===== src/rtl/arm_mem_pkg.sv =====
// Shared constants for the Thumb memory stage: opcodes, special register
// indices, and the multi-register sequencer state/kind encodings.
package arm_mem_pkg;

  // Instruction bits 15:9 for the multi-register forms
  localparam logic [6:0] OP_PUSH        = 7'b1011010;
  localparam logic [6:0] OP_POP         = 7'b1011110;
  localparam logic [4:0] STORE_MULTIPLE = 5'b11000;
  localparam logic [4:0] LOAD_MULTIPLE  = 5'b11001;

  // Word-size single-access codes forwarded to data_mem (STR/LDR immediate)
  localparam logic [6:0] MEM_STR_WORD = 7'b0110000;
  localparam logic [6:0] MEM_LDR_WORD = 7'b0110100;

  localparam logic [3:0] REG_SP = 4'd13;
  localparam logic [3:0] REG_LR = 4'd14;
  localparam logic [3:0] REG_PC = 4'd15;

  typedef enum logic [1:0] {IDLE, RUN, DRAIN} seq_state_t;

  typedef enum logic [2:0] {K_NONE, K_PUSH, K_POP, K_STM, K_LDM} seq_kind_t;

endpackage


===== src/rtl/ldm_stm_seq_lsb_pick.sv =====
// Lowest-set-bit finder over a 9-bit register mask: returns the bit index and
// a one-hot mask selecting that bit so the caller can clear it.
module lsb_pick (
  input  logic [8:0] vec,
  output logic [3:0] idx,
  output logic [8:0] clr
);

  // Scan from the top down so the lowest set bit is the last one to win
  always_comb begin
    idx = '0;
    clr = '0;
    for (int i = 8; i >= 0; i--) begin
      if (vec[i]) begin
        idx = 4'(i);
        clr = 9'(1) << i;
      end
    end
  end

endmodule


===== src/rtl/ldm_stm_seq.sv =====
// Multi-register memory sequencer: expands PUSH/POP/STMIA/LDMIA register lists
// into one word access per cycle, returns load data to the register file and
// writes back the updated base register at completion.
module ldm_stm_seq
  import arm_mem_pkg::*;
(
  input  logic        clk,
  input  logic        rst_n,
  input  logic        start,
  input  logic [6:0]  op_code,
  input  logic [8:0]  reg_list,
  input  logic [31:0] base_val,
  output logic [3:0]  reg_rd_addr,
  input  logic [31:0] reg_rd_data,
  output logic [6:0]  mem_op,
  output logic [31:0] mem_addr,
  output logic        mem_write_en,
  output logic [31:0] mem_wdata,
  input  logic [31:0] mem_rdata,
  output logic        rf_we,
  output logic [3:0]  rf_waddr,
  output logic [31:0] rf_wdata,
  output logic        wb_we,
  output logic [3:0]  wb_addr,
  output logic [31:0] wb_data,
  output logic        busy,
  output logic        done
);

  seq_state_t  state_q, state_nxt;
  seq_kind_t   kind_d, kind_q;
  logic [8:0]  mask_d, mask_q, mask_nxt, pick_clr;
  logic [3:0]  n_d, pick_idx, cur_reg, extra_d, extra_q;
  logic [2:0]  rn_d;
  logic [31:0] start_addr, wb_val_d, wb_data_q;
  logic [3:0]  wb_addr_d, wb_addr_q;
  logic        wb_pend_d, wb_pend_q;
  logic        store_d, accept, store_q;
  logic [31:0] addr_q;
  logic        mem_we_q;
  logic [6:0]  mem_op_q;
  logic        vld_p1;
  logic [3:0]  idx_p1;

  assign accept = start && (state_q == IDLE);

  // Decode the incoming instruction: register set, count, start address and base result
  always_comb begin
    kind_d  = K_NONE;
    mask_d  = '0;
    extra_d = '0;
    if (op_code == OP_PUSH) begin
      kind_d  = K_PUSH;
      mask_d  = reg_list;
      extra_d = REG_LR;
    end else if (op_code == OP_POP) begin
      kind_d  = K_POP;
      mask_d  = reg_list;
      extra_d = REG_PC;
    end else if (op_code[6:2] == STORE_MULTIPLE) begin
      kind_d  = K_STM;
      mask_d  = {1'b0, reg_list[7:0]};
    end else if (op_code[6:2] == LOAD_MULTIPLE) begin
      kind_d  = K_LDM;
      mask_d  = {1'b0, reg_list[7:0]};
    end
    rn_d = {op_code[1:0], reg_list[8]};
    n_d  = '0;
    for (int i = 0; i < 9; i++) begin
      n_d = n_d + {3'b000, mask_d[i]};
    end
    store_d    = (kind_d == K_PUSH) || (kind_d == K_STM);
    start_addr = (kind_d == K_PUSH) ? base_val - {26'd0, n_d, 2'b00} : base_val;
    wb_val_d   = (kind_d == K_PUSH) ? base_val - {26'd0, n_d, 2'b00}
                                    : base_val + {26'd0, n_d, 2'b00};
    wb_addr_d  = ((kind_d == K_PUSH) || (kind_d == K_POP)) ? REG_SP : {1'b0, rn_d};
    // LDM with the base in the list keeps the loaded value instead of the increment
    wb_pend_d  = (n_d != 4'd0) && !((kind_d == K_LDM) && mask_d[rn_d]);
  end

  lsb_pick u_pick (
    .vec (mask_q),
    .idx (pick_idx),
    .clr (pick_clr)
  );

  assign mask_nxt = mask_q & ~pick_clr;
  assign cur_reg  = (pick_idx == 4'd8) ? extra_q : pick_idx;

  // FSM state register
  always_ff @(posedge clk) begin
    if (!rst_n) state_q <= IDLE;
    else        state_q <= state_nxt;
  end

  // Next-state and status/writeback outputs
  always_comb begin
    state_nxt   = state_q;
    busy        = 1'b0;
    done        = 1'b0;
    wb_we       = 1'b0;
    wb_addr     = '0;
    wb_data     = '0;
    reg_rd_addr = '0;
    case (state_q)
      IDLE: begin
        if (accept) state_nxt = (n_d != 4'd0) ? RUN : DRAIN;
      end
      RUN: begin
        busy = 1'b1;
        if (store_q) reg_rd_addr = cur_reg;
        if (mask_nxt == 9'd0) state_nxt = DRAIN;
      end
      DRAIN: begin
        busy      = 1'b1;
        done      = 1'b1;
        state_nxt = IDLE;
        if (wb_pend_q) begin
          wb_we   = 1'b1;
          wb_addr = wb_addr_q;
          wb_data = wb_data_q;
        end
      end
      default: state_nxt = IDLE;
    endcase
  end

  // Access sequencing: capture on accept, then step address and mask each RUN cycle
  always_ff @(posedge clk) begin
    if (!rst_n) begin
      mask_q    <= '0;
      kind_q    <= K_NONE;
      extra_q   <= '0;
      store_q   <= 1'b0;
      wb_pend_q <= 1'b0;
      wb_addr_q <= '0;
      wb_data_q <= '0;
      addr_q    <= '0;
      mem_we_q  <= 1'b0;
      mem_op_q  <= '0;
      vld_p1    <= 1'b0;
      idx_p1    <= '0;
    end else begin
      // p0 -> p1: load index delayed to line up with registered read data
      vld_p1 <= (state_q == RUN) && (kind_q == K_POP || kind_q == K_LDM);
      idx_p1 <= ((state_q == RUN) && !store_q) ? cur_reg : 4'd0;
      if (accept) begin
        mask_q    <= mask_d;
        kind_q    <= kind_d;
        extra_q   <= extra_d;
        store_q   <= store_d;
        wb_pend_q <= wb_pend_d;
        wb_addr_q <= wb_addr_d;
        wb_data_q <= wb_val_d;
        addr_q    <= (n_d != 4'd0) ? start_addr : 32'd0;
        mem_we_q  <= (n_d != 4'd0) && store_d;
        mem_op_q  <= (n_d == 4'd0) ? 7'd0 : (store_d ? MEM_STR_WORD : MEM_LDR_WORD);
      end else if (state_q == RUN) begin
        mask_q <= mask_nxt;
        if (mask_nxt != 9'd0) begin
          addr_q <= addr_q + 32'd4;
        end else begin
          addr_q   <= '0;
          mem_we_q <= 1'b0;
          mem_op_q <= '0;
        end
      end
    end
  end

  assign mem_addr     = addr_q;
  assign mem_write_en = mem_we_q;
  assign mem_op       = mem_op_q;
  assign mem_wdata    = mem_we_q ? reg_rd_data : 32'd0;
  assign rf_we        = vld_p1;
  assign rf_waddr     = idx_p1;
  assign rf_wdata     = vld_p1 ? mem_rdata : 32'd0;

endmodule


===== config.mk =====
export PLATFORM = sky130hd
export DESIGN_NAME = ldm_stm_seq
export DESIGN_NICKNAME = d
export VERILOG_FILES = /design/src/rtl/arm_mem_pkg.sv /design/src/rtl/ldm_stm_seq_lsb_pick.sv /design/src/rtl/ldm_stm_seq.sv
export SDC_FILE = /design/constraint.sdc
export NUM_CORES = 1
export LEC_CHECK = 0
export BUFFER_PORTS_ARGS = -buffer_cell sky130_fd_sc_hd__buf_2
export CORE_AREA = 2 2 202 145
export DETAILED_ROUTE_END_ITERATION = 7
export DIE_AREA = 0 0 204 147
export PLACE_DENSITY_LB_ADDON = 0.12
export SLEW_MARGIN = 30
export SYNTH_ARGS = -nofsm -noshare
export SYNTH_HDL_FRONTEND = slang
export SYNTH_SLANG_ARGS = --single-unit

===== constraint.sdc =====
create_clock -name clk -period 5.63 [get_ports clk]
set_input_delay 0.2815 -clock clk [delete_from_list [all_inputs] [get_ports clk]]
set_output_delay 0.2815 -clock clk [all_outputs]
set_load 0.005 [all_outputs]

Yosys cells after proc, flatten, opt, wreduce, memory -nomap -nowiden:

Cells that the tools add are included.

* add/sub/neg operators: 11
* order comparisons: 1
* equality and inequality tests: 16
* multiplexer cells: 64
* bitwise gates (word level): 2
* reduce and logical (&&, ||, !) cells: 21

Operator list (count)
* 2-to-1 mux 32 bit: 10
* 2-to-1 mux 9 bit: 13
* 2-to-1 mux 4 bit: 17
* adder 32 x 3 -> 32 bit, second input constant: 1
* adder 32 x 6 -> 32 bit: 1
* subtractor 32 x 6 -> 32 bit: 1
* 2-to-1 mux 7 bit: 3
* adder 4 x 1 -> 4 bit: 5
* 2-to-1 mux 8 bit: 2
* 2-to-1 mux 3 bit: 5
* equality test 7 bit, second input constant: 2
* equality test 5 bit, second input constant: 2
* AND 9 bit: 1
* equality test 3 x 2 -> 1 bit, second input constant: 3
* zero test 9 bit: 1
* inverter 9 bit: 1
* nonzero test 9 bit: 1
* 2-to-1 mux 1 bit: 8
* equality test 3 bit, second input constant: 2
* logical AND 1 bit: 6
* 2-to-1 mux 2 bit: 3
* 2-to-1 mux 6 bit: 1
* != test 2 bit, second input constant: 3
* AND reduction 2 bit: 3
* other kinds (17): 20

* bits in registers: 101
* bits of input ports: 115
* output and inout port bits: 152
* logic and storage cells: 128

Longest topological paths before layout:

Gate-level depths: netlist of run 1.

* word-level depth: 17
* mapped depth: 23
* gate-level depth less buffers: 21

Cells and area by module:

From an unflattened synthesis of run 1, not the netlist that was laid out.

* cells, all modules: 957
* area, all modules: 7098.1 um^2

By module, submodules not included
* ldm_stm_seq: instances 1, cells each 933, area an instance 6941.7 um^2, sequential area each 1861.8 um^2
* lsb_pick: instances 1, cells each 24, area an instance 156.4 um^2, sequential area each 0.0 um^2

Worst setup path after synthesis of run 1:

OpenSTA, ideal clock, no wires.

* kind: in2reg
* start: in op_code[5]
* end: reg wb_data_q[31]
* setup time: 0.127 ns
* arrival: 5.746 ns
* setup slack: -0.243 ns
* stages on the path: 20
* buffers on the path: 1
* path through: nor3b_2 > a31oi_1 > nor2b_1 > clkbuf_1 > nand2_1 > fa_1 > fa_1 > inv_1 > fa_1 > fa_1 > inv_1 > fa_1 > inv_1 > ha_1 > or2_2 > a211oi_1 > nor4_1 > a41oi_1 > xor2_1 > o21ai_1

* longest elaborated chain between the ends: 15

Ends and longest elaborated chain
* from (decl): RTL line ldm_stm_seq.sv:10 `input logic [6:0] op_code,`
* equality test 5 bit: RTL line ldm_stm_seq.sv:63 `end else if (op_code[6:2] == LOAD_MULTIPLE) begin`
* 2-to-1 mux 8 bit: RTL line ldm_stm_seq.sv:63
* 2-to-1 mux 8 bit: RTL line ldm_stm_seq.sv:60 `end else if (op_code[6:2] == STORE_MULTIPLE) begin`
* 2-to-1 mux 9 bit: RTL line ldm_stm_seq.sv:56 `end else if (op_code == OP_POP) begin`
* 2-to-1 mux 9 bit: RTL line ldm_stm_seq.sv:52 `if (op_code == OP_PUSH) begin`
* adder 1 x 1 -> 2 bit: RTL line ldm_stm_seq.sv:70 `n_d = n_d + {3'b000, mask_d[i]};`
* adder 2 x 1 -> 3 bit: RTL line ldm_stm_seq.sv:70
* adder 3 x 1 -> 4 bit: RTL line ldm_stm_seq.sv:70
* adder 4 x 1 -> 4 bit (5 in series): RTL line ldm_stm_seq.sv:70
* adder 32 x 6 -> 32 bit / subtractor 32 x 6 -> 32 bit (equally long branches): RTL line ldm_stm_seq.sv:75, ldm_stm_seq.sv:74
* 2-to-1 mux 32 bit *: RTL line ldm_stm_seq.sv:74 `wb_val_d = (kind_d == K_PUSH) ? base_val - {26'd0, n_d, 2'b00}`
* to (signal assigned): RTL line ldm_stm_seq.sv:154 `wb_data_q <= wb_val_d;`
* to (decl): RTL line ldm_stm_seq.sv:35 `logic [31:0] start_addr, wb_val_d, wb_data_q;`

Mark *: on every way between the ends. The rest lies on a longest branch, timed or not.
A chain may end at the register's enable or synchronous reset.

Worst setup path in the final report of run 1:

* start: in op_code[4]
* end: reg addr_q[31] (netlist: mem_addr[31])

* longest elaborated chain between the ends: 17

Ends and longest elaborated chain
* equality test 5 bit: RTL line ldm_stm_seq.sv:63
* 2-to-1 mux 8 bit: RTL line ldm_stm_seq.sv:63
* 2-to-1 mux 8 bit: RTL line ldm_stm_seq.sv:60
* 2-to-1 mux 9 bit: RTL line ldm_stm_seq.sv:56
* 2-to-1 mux 9 bit: RTL line ldm_stm_seq.sv:52
* adder 1 x 1 -> 2 bit: RTL line ldm_stm_seq.sv:70
* adder 2 x 1 -> 3 bit: RTL line ldm_stm_seq.sv:70
* adder 3 x 1 -> 4 bit: RTL line ldm_stm_seq.sv:70
* adder 4 x 1 -> 4 bit (5 in series): RTL line ldm_stm_seq.sv:70
* subtractor 32 x 6 -> 32 bit: RTL line ldm_stm_seq.sv:73 `start_addr = (kind_d == K_PUSH) ? base_val - {26'd0, n_d, 2'b00} : base_val;`
* 2-to-1 mux 32 bit: RTL line ldm_stm_seq.sv:73
* 2-to-1 mux 32 bit *: RTL line ldm_stm_seq.sv:155 `addr_q <= (n_d != 4'd0) ? start_addr : 32'd0;`
* 2-to-1 mux 32 bit *: RTL line ldm_stm_seq.sv:147 `if (accept) begin`
* to (signal assigned): RTL line ldm_stm_seq.sv:155
* to (signal assigned): RTL line ldm_stm_seq.sv:161 `addr_q <= addr_q + 32'd4;`
* to (decl): RTL line ldm_stm_seq.sv:39 `logic [31:0] addr_q;`

Marked as above.

==> metrics.md, run 1 <==
| Metric | Value |
|---|---|
| Data required, critical path | `5.88 ns` |
| Leakage | `0.00403 uW` |
| Flop pwr share | `0.417` |
| Worst-Skew Late Latency | `0.36 ns` |
| Reg2reg path depth | `9` |
| ANT nets after route | `0` |
| Cell family with most CP delay | `adder cells` |
| Initial Util | `0.245` |
| Crit path capture type | `flip-flop` |
| Critical path origin | `op_code[4]` |
| End of the critical path | `mem_addr[31]` |
| Row Count | `52` |
| Seq/Total Area, Yosys | `0.269` |
| Boundary Pins | `267` |
| Htree depth | `3` |
| Net count reported at finish | `1,309` |
| Worst-Margin Slew | `0.798 ns` |
| Placed insts | `1,539` |
| Initial DRC count | `497` |
| Pwr dens | `195 nW/um2` |
| Die Ht | `147 um` |
| Critical Path Stages | `22` |
| RSZ-0062 raised after global routing | `true` |
| Power Internal | `1180 uW` |
| Ys async rst share | `0` |
| FF-to-FF End | `mem_addr[16]` |
| Primary FF master, synth | `dfxtp_1` |
| Ys Warns | `0` |
| GPL Wtd Cong | `0.840` |
| Post-Synthesis Cells | `923` |
| First-pass GRT wire length | `43,900 um` |
| Max Slew Vio Count | `0` |
| Sw Ratio | `0.331` |
| Slew headroom | `0.467` |
| Clock share of power | `0.347` |
| CTS Buffer Depth | `2` |
| GRT Total Usage | `0.188` |
| Worst r2r src | `state_q[0]` |
| Leading post-synthesis cells by cell area | `dfxtp_1 (27%), and2_1 (7.1%), nand2_1 (5.0%)` |
| Initial antenna violation count | `2` |
| IO buf count | `262` |
| Area of the mapped netlist | `6920 um2` |
| Crit start category | `input pin` |
| Ant diodes | `0` |
| Max cap viols | `0` |
| Synth top cells by count | `dfxtp_1 (93), nand2_1 (93), and2_1 (78), clkbuf_1 (58), a21oi_1 (55)` |
| Fin crit period | `5.38 ns` |
| Setup ws final | `0.246 ns` |
| Util after Layout | `0.321` |
| CTS Root Cell | `clkbuf_16` |
| Core Box Area | `28,200 um2` |
| GRT Residual Overflow | `0` |
| Most used cell, CP | `fa_1` |
| Fin. Hold Viols | `0` |
| First-pass DRT Iterations | `7` |
| WS Path Type | `in2reg` |
| Yosys cell types | `76` |
| Clk_skew | `0.00923 ns` |
| Vias in the first global route | `7,127` |
| Clock Sinks | `93` |
| Net Sw Power | `587 uW` |
| Peak supply drop | `118 uV` |
| Routed vias | `7,699` |
| CP Cell Sequence | `buf_2, nor3b_1, a31oi_1, nor2b_1, nand2_1, fa_1, fa_1, inv_1, fa_1, fa_1, inv_1, fa_1, nor2b_1, nor2_1, ha_1, nor2b_1, a211oi_2, buf_4, nor4_1, xnor2_1, o32ai_1, o2bb2ai_1` |
| CTS tree | `yes` |
| Area growth syn-to-layout | `31.1%` |
| F_max | `0.186 GHz` |
| Crit path DAT | `5.63 ns` |
| TritonCTS buffer count | `9` |
| Final setup fails | `0` |
| Worst R2R Setup Slack | `2.84 ns` |
| DR vias/cell | `4.95` |
| CP peak stage delay | `0.55 ns` |
| Post-DR wirelength/cell | `18.5 um` |
| Die area | `30,000 um2` |
| Final period util | `0.956` |
| Post-synth EDFFs | `0` |
| Total power | `1770 uW` |
| Share of cells above drive strength 1 | `0.297` |
| Syn avg cell area | `7.49 um2` |
| Post-placement setup slack | `-0.118 ns` |
| Post-cts sizing count | `0` |
| Post-CTS Hold Buffers | `0` |
| Routed WL | `28,800 um` |
| Yosys top cell by area | `dfxtp_1` |
| Largest net degree at the start of global routing | `43` |
| Max stage delay cell, worst path | `fa_1` |
| Outcome | `finished clean` |
| DIE WIDTH | `204 um` |
| Register bit total from synthesis | `93` |
| Hold Crit Class | `in2reg` |
| Worst Path Max Fanout | `8` |
| Setup TNS | `0 ns` |
| Finished Layout Cells | `1,555` |
| Worst-path clk slew | `0.07 ns` |
| Residual DRC | `0` |
| WP buf/inv | `4` |
| Yosys top cell area share | `0.269` |
| Logic pwr share | `0.236` |
| Setup bufs post-CTS | `0` |
| Hpwl dp | `22,200 um` |
## worst min-delay path by stage
stage	startpoint	end	slack (ns)	depth (start not counted)
CTS	base_val[1]	mem_addr[1]	0.19	3
global route	base_val[1]	mem_addr[1]	0.20	3
detailed placement	wb_data_q[19]	wb_data_q[19]	0.44	2
finish	base_val[1]	mem_addr[1]	0.20	3
global placement	wb_data_q[26]	wb_data_q[26]	0.44	2
floorplan	kind_q[0]	rf_we	0.40	1
## registers in the layout, summed over array words and instances (netlist names)
signal	count
extra_q	1
mem_write_en	1
wb_pend_q	1
rf_we	1
wb_addr_q	4
state_q	2
mask_q	9
store_q	1
mem_addr	32
wb_data_q	32
kind_q	3
rf_waddr	4
mem_op	2
## through the flow
stage,area (um2),hold slack (ns)
after detailed placement,8760,0.438
final,9070,0.204
after floorplan,6950,0.398
after CTS,9050,0.191
after global placement,8760,0.436
after global routing,9070,0.198
## layout make-up
class	count	area, um2
Clock buffer	12	256
Clock inverter	4	30.0
Fill cell	3093	19200
Inverter	27	101
Multi-Input combinational cell	729	4660
Sequential cell	93	1860
Tap cell	378	473
Timing Repair Buffer	312	1690
## worst register-to-register path: stages (launching register included)
cell	delay (ns)
dfxtp_1	0.32
inv_1	0.09
ha_1	0.22
and2_1	0.27
buf_4	0.45
nor2_2	0.05
buf_4	0.26
or3_1	0.48
or4_1	0.50
o211ai_1	0.10
## layout by cell type (no fill, tap or decap), drive strengths merged, types with 6 or more instances in the layout
cell,count
a31oi,19
dfxtp,93
a21oi,55
nor2,54
clkbuf,12
o211ai,10
or2,6
a32o,6
and2,78
nand2,93
nor4,26
or3,8
inv,28
xnor2,27
fa,7
or4,6
ha,15
nor2b,6
o21ai,57
xor2,25
buf,312
nand4,16
and3,52
o22ai,11
and4,7
nand3,37
o32a,10
o32ai,7
nor3,20
## layer usage
metal	track usage	vias to the layer above	wire length, um
met1	0.305	3581	15400
li1	-	3830	-
met3	0.0384	18	1960
met2	0.255	270	11200
met5	0	-	0
met4	0.0221	0	170
## cell families after synthesis
logic type / share of synthesized area
compound gates: 0.207
xor+xnor: 0.0658
fa+ha+maj: 0.0474
buf+inv: 0.0651
flops: 0.269
mux: 0.00923
other cells: 0.000542
simple gates: 0.335
## power by group through the flow
stage / registers [uW] / logic [uW] / clock network, uW
floorplan: 741 / 238 / 0
global placement: 755 / 421 / 0
detailed placement: 754 / 420 / 0
CTS: 739 / 422 / 637
global route: 746 / 467 / 664
finish: 739 / 418 / 615
(Power assumes the default switching activity.)
==> inputs of run 2 (changes only) <==
SETUP_SLACK_MARGIN = 0.4   (was unset)
==> metrics.md, run 2 (same netlist as run 1, synthesis figures left out) <==
| Metric | Value |
|---|---|
| Post-DR wirelength/cell | `18.6 um (+0.53%)` |
| Fin. Hold Viols | `0 (unchanged)` |
| Worst R2R Setup Slack | `2.88 ns (+0.04 ns)` |
| Final setup fails | `0 (unchanged)` |
| IO buf count | `262 (unchanged)` |
| GRT Total Usage | `0.188 (unchanged)` |
| Commonest non-fill, non-tap cell in the layout | `buf_2` |
| Setup bufs post-CTS | `0 (unchanged)` |
| CP peak stage delay | `0.49 ns (-0.06 ns)` |
| GPL Wtd Cong | `0.830 (-1.3%)` |
| Leakage | `0.00394 uW (-2.2%)` |
| Post-CTS Hold Buffers | `0 (unchanged)` |
| Worst Hold Depth | `3 (unchanged)` |
| Worst-Skew Late Latency | `0.36 ns (about the same)` |
| Row Count | `52 (unchanged)` |
| Initial Util | `0.245 (unchanged)` |
| Boundary Pins | `267 (unchanged)` |
| Net count reported at finish | `1,289 (-1.5%)` |
| FF-to-FF End | `mem_addr[19]` |
| Max Slew Vio Count | `0 (unchanged)` |
| Clk_skew | `0.0158 ns (+0.00659 ns)` |
| Ant diodes | `0 (unchanged)` |
| Worst-Margin Slew | `0.849 ns (+0.0514 ns)` |
| Max stage delay cell, worst path | `fa_1` |
| Crit path capture type | `flip-flop` |
| Max cap viols | `0 (unchanged)` |
| First-pass DRT Iterations | `5 (-2)` |
| CTS Buffer Depth | `2 (unchanged)` |
| Initial antenna violation count | `0 (-2)` |
| Initial DRC count | `566 (+14%)` |
| Area growth syn-to-layout | `30.8%` |
| Fin crit period | `5.09 ns (-0.294 ns)` |
| Hold Crit Class | `in2reg` |
| Placed insts | `1,519 (-1.3%)` |
| Largest net degree at the start of global routing | `43 (unchanged)` |
| Die Ht | `147 um (unchanged)` |
| CTS Root Cell | `clkbuf_16` |
| Post-cts sizing count | `0 (unchanged)` |
| Post-placement setup slack | `0.0871 ns (+0.205 ns)` |
| Residual DRC | `0 (unchanged)` |
| WS Path Type | `in2reg` |
| F_max | `0.196 GHz (+5.8%)` |
| Util after Layout | `0.320 (-0.000620)` |
| DR vias/cell | `4.97 (+0.39%)` |
| Worst Path Max Fanout | `7 (-1)` |
| Share of cells above drive strength 1 | `0.306 (+0.00913)` |
| Worst r2r src | `mask_q[0]` |
| Total power | `1770 uW (+0.18%)` |
| Final period util | `0.904 (-0.0523)` |
| CP Cell Sequence | `buf_2, nor3b_4, a31oi_1, nor2b_2, nand2_1, fa_1, fa_1, inv_1, fa_1, fa_2, inv_2, fa_2, inv_4, ha_4, or2_4, a2111oi_4, buf_4, nor4_2, xnor2_1, nand2_1, a31oi_1` |
| WHS Endpoint | `wb_data_q[1]` |
| Worst-path clk slew | `0.07 ns (about the same)` |
| TritonCTS buffer count | `9 (unchanged)` |
| Vias in the first global route | `7,172 (+0.63%)` |
| First-pass GRT wire length | `43,600 um (-0.69%)` |
| Die area | `30,000 um2 (unchanged)` |
| Slew headroom | `0.433 (-0.0342)` |
| Data required, critical path | `5.90 ns (+0.02 ns)` |
| ANT nets after route | `0 (unchanged)` |
| Clock Sinks | `93 (unchanged)` |
| Most used cell, CP | `fa_1` |
| Finished Layout Cells | `1,533 (-1.4%)` |
| Crit path DAT | `5.36 ns (-0.27 ns)` |
| Core Box Area | `28,200 um2 (unchanged)` |
| RSZ-0062 raised after global routing | `true` |
| Setup TNS | `0 ns (unchanged)` |
| Routed vias | `7,620 (-1.0%)` |
| Reg2reg path depth | `6 (-3)` |
| Pwr dens | `196 nW/um2 (+0.37%)` |
| Htree depth | `3 (unchanged)` |
| DIE WIDTH | `204 um (unchanged)` |
| Outcome | `finished clean` |
| Most frequent cells in the layout | `buf_2 (262), dfxtp_1 (93), nand2_1 (92), and2_1 (78), a21oi_1 (54)` |
| GRT Residual Overflow | `0 (unchanged)` |
| CTS tree | `yes` |
| Peak supply drop | `124 uV (+5.3%)` |
| Hold Startpoint | `base_val[1]` |
| Filler cells | `3,126 (+1.1%)` |
| Crit start category | `input pin` |
| Routed WL | `28,500 um (-0.90%)` |
| Hpwl dp | `21,800 um (-1.9%)` |
| Setup ws final | `0.540 ns (+0.294 ns)` |
-- run 2: cell count changes in the layout (fill, tap and decap cells not counted), sizes merged --
cell / delta
buf: -20
bufinv: +1
clkbuf: -1
clkinv: -2
-- run 2: worst max-delay path, delay by kind of cell --
kind	cells	cell delay [ns]
compound gates	3	0.62
simple gates	6	0.97
xor+xnor	1	0.39
buf+inv	5	0.59
fa+ha+maj	6	2.49
-- run 2: worst max path at each step --
stage          startpoint            to  slack (ns)  depth (start not counted)
2_1_floorplan  op_code[0]  mem_addr[17]        0.37                         20
3_3_place_gp   op_code[0]  mem_addr[28]        0.08                         23
3_5_place_dp   op_code[0]  mem_addr[31]        0.09                         23
4_1_cts        op_code[0]   mem_addr[7]        0.46                         24
5_1_grt        op_code[0]  mem_addr[21]        0.36                         23
6_report       op_code[0]  mem_addr[25]        0.54                         21
-- run 2: cell type report --
cell class	instances	area, um2	share of cell area
Multi-Input combinational cell	729	4790	0.530
Clock inverter	3	46.3	0.00512
Clock buffer	11	233	0.0257
Tap cell	378	473	0.0523
Inverter	27	104	0.0115
Sequential cell	93	1860	0.206
Timing Repair Buffer	292	1540	0.170
-- run 2: through the flow --
stage	hold slack, ns	area (um2)
after floorplan	0.398	7040
after detailed placement	0.439	8690
after global placement	0.438	8690
after global routing	0.198	9050
final	0.203	9050
after CTS	0.197	8970
-- run 2: routing by layer --
metal | wire length [um] | track usage | vias up
met5 | 0 | 0 | -
li1 | - | - | 3786
met2 | 11400 | 0.259 | 264
met3 | 2000 | 0.0424 | 22
met4 | 287 | 0.0341 | 0
met1 | 14900 | 0.294 | 3548
-- run 2: report_power, final --
part	leakage, uW	internal [uW]	switching (uW)	total, uW
Sequential	0.000757	703	36.1	739
Clock	0.000132	342	280	622
Combinational	0.00306	150	264	414
